$ cat config.mk
export PLATFORM = sky130hd
export DESIGN_NAME = mem_arbiter
export DESIGN_NICKNAME = d
export VERILOG_FILES = /design/src/rtl/mem_arbiter.sv
export SDC_FILE = /design/constraint.sdc
export NUM_CORES = 1
export LEC_CHECK = 0
export BUFFER_PORTS_ARGS = -buffer_cell sky130_fd_sc_hd__buf_2
export CAP_MARGIN = 20
export CORE_ASPECT_RATIO = 2
export CORE_MARGIN = 3
export CORE_UTILIZATION = 30
export DETAILED_ROUTE_END_ITERATION = 10
export GPL_TIMING_DRIVEN = 0
export PLACE_DENSITY = 0.55
export SLEW_MARGIN = 20
export SYNTH_ARGS = -nofsm -noshare
export SYNTH_HDL_FRONTEND = slang
export SYNTH_SLANG_ARGS = --single-unit
$ cat constraint.sdc
create_clock -name clk_in -period 2.7 [get_ports clk_in]
set_input_delay 0.135 -clock clk_in [delete_from_list [all_inputs] [get_ports clk_in]]
set_output_delay 0.135 -clock clk_in [all_outputs]
set_load 0.05 [all_outputs]
$ cat src/rtl/mem_arbiter.sv
`default_nettype none
// ============================================================================
// Module   : mem_arbiter
// Purpose  : Byte-wide RAM port shared between instruction fetch and SLB.
// Revision : 1.0 - initial release
// ============================================================================
module mem_arbiter #(
    parameter int ADDR_W = 32
) (
    input  logic              clk_in,
    input  logic              rst_in,
    input  logic              rdy_in,
    input  logic              control_hazard,
    input  logic              io_buffer_full,
    input  logic              if_req,
    input  logic [ADDR_W-1:0] if_addr,
    output logic              if_done,
    output logic [31:0]       if_inst,
    input  logic              slb_req,
    input  logic [ADDR_W-1:0] slb_addr,
    input  logic              slb_wr,
    input  logic [7:0]        slb_dout,
    input  logic              slb_last,
    output logic              slb_grant,
    input  logic [7:0]        mem_din,
    output logic [ADDR_W-1:0] mem_a,
    output logic              mem_wr,
    output logic [7:0]        mem_dout
);

    localparam logic [1:0] c_IDLE    = 2'd0;
    localparam logic [1:0] c_IFETCH  = 2'd1;
    localparam logic [1:0] c_IF_DONE = 2'd2;
    localparam logic [1:0] c_SLB     = 2'd3;

    logic [1:0]        r_state;
    logic [1:0]        r_cnt;
    logic              r_last_owner;
    logic [ADDR_W-1:0] r_addr;
    logic [23:0]       r_cap;

    logic              w_stall;
    logic              w_in_slb;
    logic              w_if_ok;

    // Writes into the I/O window (addr[17:16]==3) must wait for the sink.
    assign w_stall   = slb_wr && (slb_addr[17:16] == 2'b11) && io_buffer_full;
    assign w_in_slb  = (r_state == c_SLB);
    assign w_if_ok   = if_req && !control_hazard;

    assign slb_grant = w_in_slb && rdy_in && slb_req && !w_stall;
    assign mem_wr    = slb_grant && slb_wr;
    assign mem_dout  = w_in_slb ? slb_dout : 8'h00;
    assign if_done   = (r_state == c_IF_DONE) && rdy_in && !control_hazard;
    assign if_inst   = if_done ? {mem_din, r_cap} : 32'h0;

    always_comb begin
        mem_a = '0;
        case (r_state)
            c_IFETCH: mem_a = r_addr + {{(ADDR_W-2){1'b0}}, r_cnt};
            c_SLB:    mem_a = slb_addr;
            default:  mem_a = '0;
        endcase
    end

    always_ff @(posedge clk_in or negedge rst_in) begin
        if (!rst_in) begin
            r_state      <= c_IDLE;
            r_cnt        <= 2'd0;
            r_last_owner <= 1'b1;
            r_addr       <= '0;
            r_cap        <= 24'h0;
        end else if (rdy_in) begin
            case (r_state)
                c_IDLE: begin
                    // On a tie the requester that did not go last wins.
                    if (slb_req && (!w_if_ok || !r_last_owner)) begin
                        r_state <= c_SLB;
                    end else if (w_if_ok) begin
                        r_state <= c_IFETCH;
                        r_addr  <= if_addr;
                        r_cnt   <= 2'd0;
                    end
                end
                c_IFETCH: begin
                    if (control_hazard) begin
                        r_state <= c_IDLE;
                        r_cnt   <= 2'd0;
                    end else begin
                        case (r_cnt)
                            2'd1:    r_cap[7:0]   <= mem_din;
                            2'd2:    r_cap[15:8]  <= mem_din;
                            2'd3:    r_cap[23:16] <= mem_din;
                            default: ;
                        endcase
                        if (r_cnt == 2'd3) begin
                            r_state <= c_IF_DONE;
                            r_cnt   <= 2'd0;
                        end else begin
                            r_cnt <= r_cnt + 2'd1;
                        end
                    end
                end
                c_IF_DONE: begin
                    r_state <= c_IDLE;
                    if (!control_hazard) begin
                        r_last_owner <= 1'b0;
                    end
                end
                c_SLB: begin
                    if ((slb_grant && slb_last) || !slb_req) begin
                        r_state      <= c_IDLE;
                        r_last_owner <= 1'b1;
                    end
                end
                default: r_state <= c_IDLE;
            endcase
        end
    end

endmodule
`default_nettype wire

==> results of run 1 <==
state kept, by name, summed over array words and instances, names as in the netlist:
register,flops
r_addr,32
r_cap,24
r_cnt,2
r_last_owner,1
r_state,2
final cells by class:
cell class / count / share of cell area (%)
multi-input cells: 311 / 44.7
clock buffers: 9 / 4.01
flip-flops and latches: 61 / 27.2
inverters: 7 / 0.468
well taps: 155 / 3.45
clock inverters: 7 / 1.34
repair buffers: 166 / 15.8
plain buffers: 30 / 3.03
cells by family after synthesis:
kind of cell    count (synthesis)  share of synthesized area [%]
compound gates                 75                           11.8
flops                          61                           36.7
mux                            60                           18.9
buf+inv                        37                           4.57
simple gates                  158                           23.5
xor+xnor                       12                           2.53
fa+ha+maj                       6                           1.99
through the flow:
| step | setup slack [ns] | cell area, um^2 | TNS, ns |
|---|---|---|---|
| 6_report | 0.0529 | 5620 | 0 |
| 3_5_place_dp | 0.111 | 5220 | 0 |
| 5_1_grt | -0.0150 | 5620 | -0.0243 |
| 2_1_floorplan | 0.0125 | 4180 | 0 |
| 3_3_place_gp | 0.129 | 5190 | 0 |
| 4_1_cts | -0.0241 | 5550 | -0.0241 |
layer usage:
| metal | track usage, % | part of all wire, % | up-vias |
|---|---|---|---|
| met2 | 34.8 | 56 | 149 |
| met5 | 0 | 0 | - |
| met4 | 9.85 | 4.2 | 0 |
| met1 | 18.3 | 35 | 1890 |
| li1 | - | - | 1879 |
| met3 | 2.48 | 4.1 | 31 |
power breakdown:
group	internal (uW)	total [uW]	switching, uW
Sequential	1270	1680	412
Clock	716	1160	443
Combinational	1130	3260	2130
timing repair:
action,in CTS,in global routing
hold buffers,1,0
resized for setup,6,19
setup buffers,1,1
endpoints found under the setup margin,13,44
hold endpoints to repair,60,0
pin swaps,0,2
synthesized netlist by cell type (all sizes together), types with 6 or more instances:
master and instances:
nand2 18, or4 6, clkbuf 17, nor2b 7
buf 13, mux2 57, a31oi 6, nand4 15
and4 13, nor3 10, o21ai 24, nor2 18
nand3 11, a211oi 9, a21oi 12, inv 7
xor2 7, dfrtp 60, and3 12, and2 35
how the worst max path moves through the flow:
stage / from / endpoint / slack [ns]
6_report: r_cnt[0] / mem_a[18] / 0.05
5_1_grt: r_cnt[0] / mem_a[18] / -0.02
4_1_cts: r_cnt[0] / mem_a[18] / -0.02
3_5_place_dp: r_cnt[0] / mem_a[18] / 0.11
3_3_place_gp: r_cnt[0] / mem_a[18] / 0.13
2_1_floorplan: r_cnt[0] / mem_a[24] / 0.01
worst reg2reg max path, stage by stage (launching register included):
cell	delay [ns]
dfrtp_1	0.41
buf_4	0.15
ha_1	0.21
nand2_1	0.08
nor3_2	0.57
mux2_2	0.41
==> results.toml, run 1 <==
[status]
outcome = "finished clean"

[yosys]
yosys-top-cells-area = "dfrtp_1 36%, mux2_4 11%, mux2_2 7.3%"
synthCells = 409
yosysSeqAreaShare_pct = 36.7
ys_types = 56
yosysTopAreaCell = "dfrtp_1"
ys.flop_type = "dfrtp_1"
synth_top_area_share_pct = 36.1
synth_fp_nets = 504
async_flop_share_pct = 100
syn_avg_cell_area_um2 = 10.2
ys_warn_count = 0
synth_edf_count = 0
ys_seq_elements = 61
syn_area_um2 = 4160

[route]
viasPerCell = 5.29
drtIter0Drc = 199
num_vias = 3949
totalWireLength_um = 14200
ant_nets = 0
wl_per_cell_um = 19.0
drc = 0
dr.pass1.iters = 4

[power_and_ir_drop]
powerDensity_nw_per_um2 = 1090
power_leakage_uw = 0.00282
power_uw = 6100
peakVddDrop_v = 0.000569

[worst_setup_path]
r2r-start = "r_cnt[0]"
r2r_slack_ns = 0.75
cp-start-kind = "flop"
cp_cell_sequence = "ha_4 -> fa_2 -> and4_1 -> clkbuf_4 -> nand2_2 -> or4_1 -> a31oi_2 -> buf_6"
path_class = "flop to output pin"
worst-path-buf-inv = 2
slowest_stage = "or4_1"
path_delay_family = "simple AND/OR/NAND/NOR gates"
worstPathArrival_ns = 2.51
r2r_cells = 5
r2r_end = "r_cap[23]"
critical_path_depth = 8
slowest_delay_ns = 0.43
required_ns = 2.57
critPathMaxFanout = 6
endpoint_kind = "output pin"

[place]
dpl.cell_count = 727
io_buffers = 162
dp_hpwl_um = 11200
gp_congestion = 0.829

[clock_tree]
htree_levels = 3
root_buffer = "clkbuf_16"
cts_num_sinks = 61
clk_pin_slew_worst_paths_ns = 0.06
cts-buffers-inserted = 9
clk_latency_ns = 0.33
cts_tree = "done"
clockBufferDepth = 2

[sta]
hold_viol = 0
worstMarginPinSlew_ns = 0.758
fin_skew_ns = 0.00681
relSlewSlack_pct = 49.5
max_freq_mhz = 378
setup_viol = 0
fin_crit_ns = 2.65
slew_viol_final = 0
post-route-period-util_pct = 98.0
whs_ns = 0.0304

[floorplanning]
start_util_pct = 30.8
dieWidth_um = 89.2
core-area_um2 = 13500
ios = 164
rows = 60
die_area_um2 = 15400
die_h_um = 172

[cells_and_area]
layout_commonest_cell = "buf_2"
nets = 681
seq_area_um2 = 1530
synthToLayoutAreaGrowth_pct = 35.1
drive_gt1_share_pct = 46.5
n_antenna_cell = 0
fin_cells = 746
fin_util_pct = 41.6
final_cell_mix = "161 x buf_2, 60 x dfrtp_1, 35 x and2_1"
multi_input_area_um2 = 2510
fillers = 1368

[grt]
grt_max_degree = 55
grt_pass1_vias = 3994
grt-ovfl-total = 0
antenna_found_initial = 0
grt_pass1_wl_um = 21100
grtUsageTotal_pct = 18.3

[worst_hold_path]
worstHoldEndpoint = "r_addr[22]"
worst_hold_startpoint = "if_addr[22]"
hold_depth = 2
hp-class = "input pin to flop"

[run]
cap_violations = 0
Note: power is estimated with default switching activity, not from simulation.
==> run 2, diff against run 1 <==
Settings changed: RECOVER_POWER from default to 100.
==> run 2 against run 1 <==
Critical endpoint unchanged. Count of clock-buffer cells in the layout is the same. Clock power is essentially flat. Maximum frequency is essentially flat. Register-to-register slack is essentially flat.
==> results.toml, run 2 (synthesis gave the netlist of run 1 again) <==
[sta]
setup_viol = 0
post-route-period-util_pct = 98.1
slew_viol_final = 0
tns_ns = 0
fin_skew_ns = 0.00681
whs_ns = 0.0289
relSlewSlack_pct = 5.66
worstMarginPinSlew_ns = 1.42
hold_viol = 0
max_freq_mhz = 378
postLayoutSetupSlackWorst_ns = 0.0514
fin_crit_ns = 2.65

[route]
totalWireLength_um = 14200
wl_per_cell_um = 19.0
num_vias = 3943
viasPerCell = 5.29
drtIter0Drc = 199
ant_nets = 0
dr.pass1.iters = 4
drc = 0

[power_and_ir_drop]
power_frac_clock_pct = 19.0
sw_frac_of_total_pct = 48.9
powerDensity_nw_per_um2 = 1090
power_leakage_uw = 0.00281
peakVddDrop_v = 0.000569
pwr-share-seq_pct = 27.6
comb_power_share_pct = 53.4
p_switching_uw = 2980
intPower_uw = 3120

[cells_and_area]
reg_top3 = "r_addr x32, r_cap x24"
drive_gt1_share_pct = 46.2
largest_register_ffs = 32
regMostFlops = "r_addr"
layout_commonest_cell = "buf_2"
nets = 681
synthToLayoutAreaGrowth_pct = 34.5
n_antenna_cell = 0
final_cell_mix = "161 x buf_2, 60 x dfrtp_1, 35 x and2_1"
fillers = 1373

[worst_setup_path]
cp_cell_sequence = "ha_4 -> fa_2 -> and4_1 -> clkbuf_4 -> nand2_2 -> or4_1 -> a31oi_2 -> buf_6"
slowest_stage = "or4_1"
worstPathArrival_ns = 2.51
path_class = "flop to output pin"
cp-start-kind = "flop"
slowest_delay_ns = 0.43
endpoint_kind = "output pin"
required_ns = 2.57
critPathMaxFanout = 6

[place]
dp_hpwl_um = 11200
gp_congestion = 0.829
io_buffers = 162
dp_slack_ns = 0.111

[clock_tree]
clockBufferDepth = 2
clk_pin_slew_worst_paths_ns = 0.06
root_buffer = "clkbuf_16"
htree_levels = 3
cts_tree = "done"
cts_num_sinks = 61
cts-buffers-inserted = 9
clk_latency_ns = 0.34

[grt]
grtUsageTotal_pct = 18.3
grt-ovfl-total = 0
grt_pass1_vias = 3994
grt_pass1_wl_um = 21100
grt_max_degree = 55
antenna_found_initial = 0

[run]
cap_violations = 0

[floorplanning]
die_area_um2 = 15400
rows = 60
die_h_um = 172
start_util_pct = 30.8
core-area_um2 = 13500
ios = 164
dieWidth_um = 89.2

[worst_hold_path]
hp-class = "input pin to flop"

[status]
outcome = "finished clean"
[run 2: cell count changes in the layout (fill, tap and decap cells not counted), sizes merged]
cell    change
buf         -2
clkbuf      +2
[run 2: critical path: cells and delay by family, from the launching register on]
| family | cells | cell delay (ns) |
|---|---|---|
| DFF | 1 | 0.41 |
| adders and majority gates | 2 | 0.41 |
| buffers and inverters | 2 | 0.38 |
| and+or+nand+nor | 3 | 0.73 |
| AOI/OAI and AO/OA | 1 | 0.26 |
[run 2: power by group through the flow]
stage | Clock, uW | Sequential [uW] | Combinational (uW)
floorplan | 0 | 1560 | 2420
global placement | 0 | 1670 | 3120
detailed placement | 0 | 1690 | 3160
CTS | 1180 | 1670 | 3210
global route | 1220 | 1750 | 3460
finish | 1160 | 1680 | 3250
[run 2: what timing repair did]
item / in CTS / in global routing
pin swaps: 0 / 2
hold endpoints to repair: 60 / 0
setup buffers: 1 / 1
resized for setup: 6 / 19
setup endpoints to repair: 13 / 44
hold buffers: 1 / 0
[run 2: layout make-up]
type	count	area (um^2)	area share, %
Multi-Input combinational cell	311	2510	44.9
Sequential cell	61	1530	27.3
Timing Repair Buffer	166	861	15.4
Clock buffer	9	225	4.03
Tap cell	155	194	3.47
Buffer	30	170	3.04
Clock inverter	7	75.1	1.34
Inverter	7	26.3	0.470
[run 2: stage by stage]
stage / total power (uW) / instances / instance area (um^2) / utilization (%)
2_1_floorplan: 3970 / 409 / 4180 / -
3_3_place_gp: 4790 / 726 / 5190 / 38.4
3_5_place_dp: 4850 / 727 / 5220 / 38.6
4_1_cts: 6060 / 745 / 5550 / 41.1
5_1_grt: 6430 / 746 / 5590 / 41.4
6_report: 6100 / 746 / 5590 / 41.4
[run 2: routing by layer]
metal	part of all wire, %	routed length [um]	vias up	global-route usage (%)
met3	4.1	577	31	2.48
li1	-	-	1878	-
met1	35	5000	1888	18.3
met4	4.3	607	0	9.85
met5	0	0	-	0
met2	56	7980	146	34.8
[run 2: worst paths after layout]
kind | slack, ns | start | cells past startpoint | endpoint
min in group asynchronous | 0.26 | rst_in | 2 | r_cap[18]
max reg2reg | 0.75 | r_cnt[0] | 5 | r_cap[23]
max in group asynchronous | 0.70 | rst_in | 3 | r_addr[29]
min reg2reg | 0.50 | r_cap[3] | 1 | r_cap[3]
max | 0.05 | r_cnt[0] | 8 | mem_a[18]
min | 0.03 | if_addr[22] | 2 | r_addr[22]
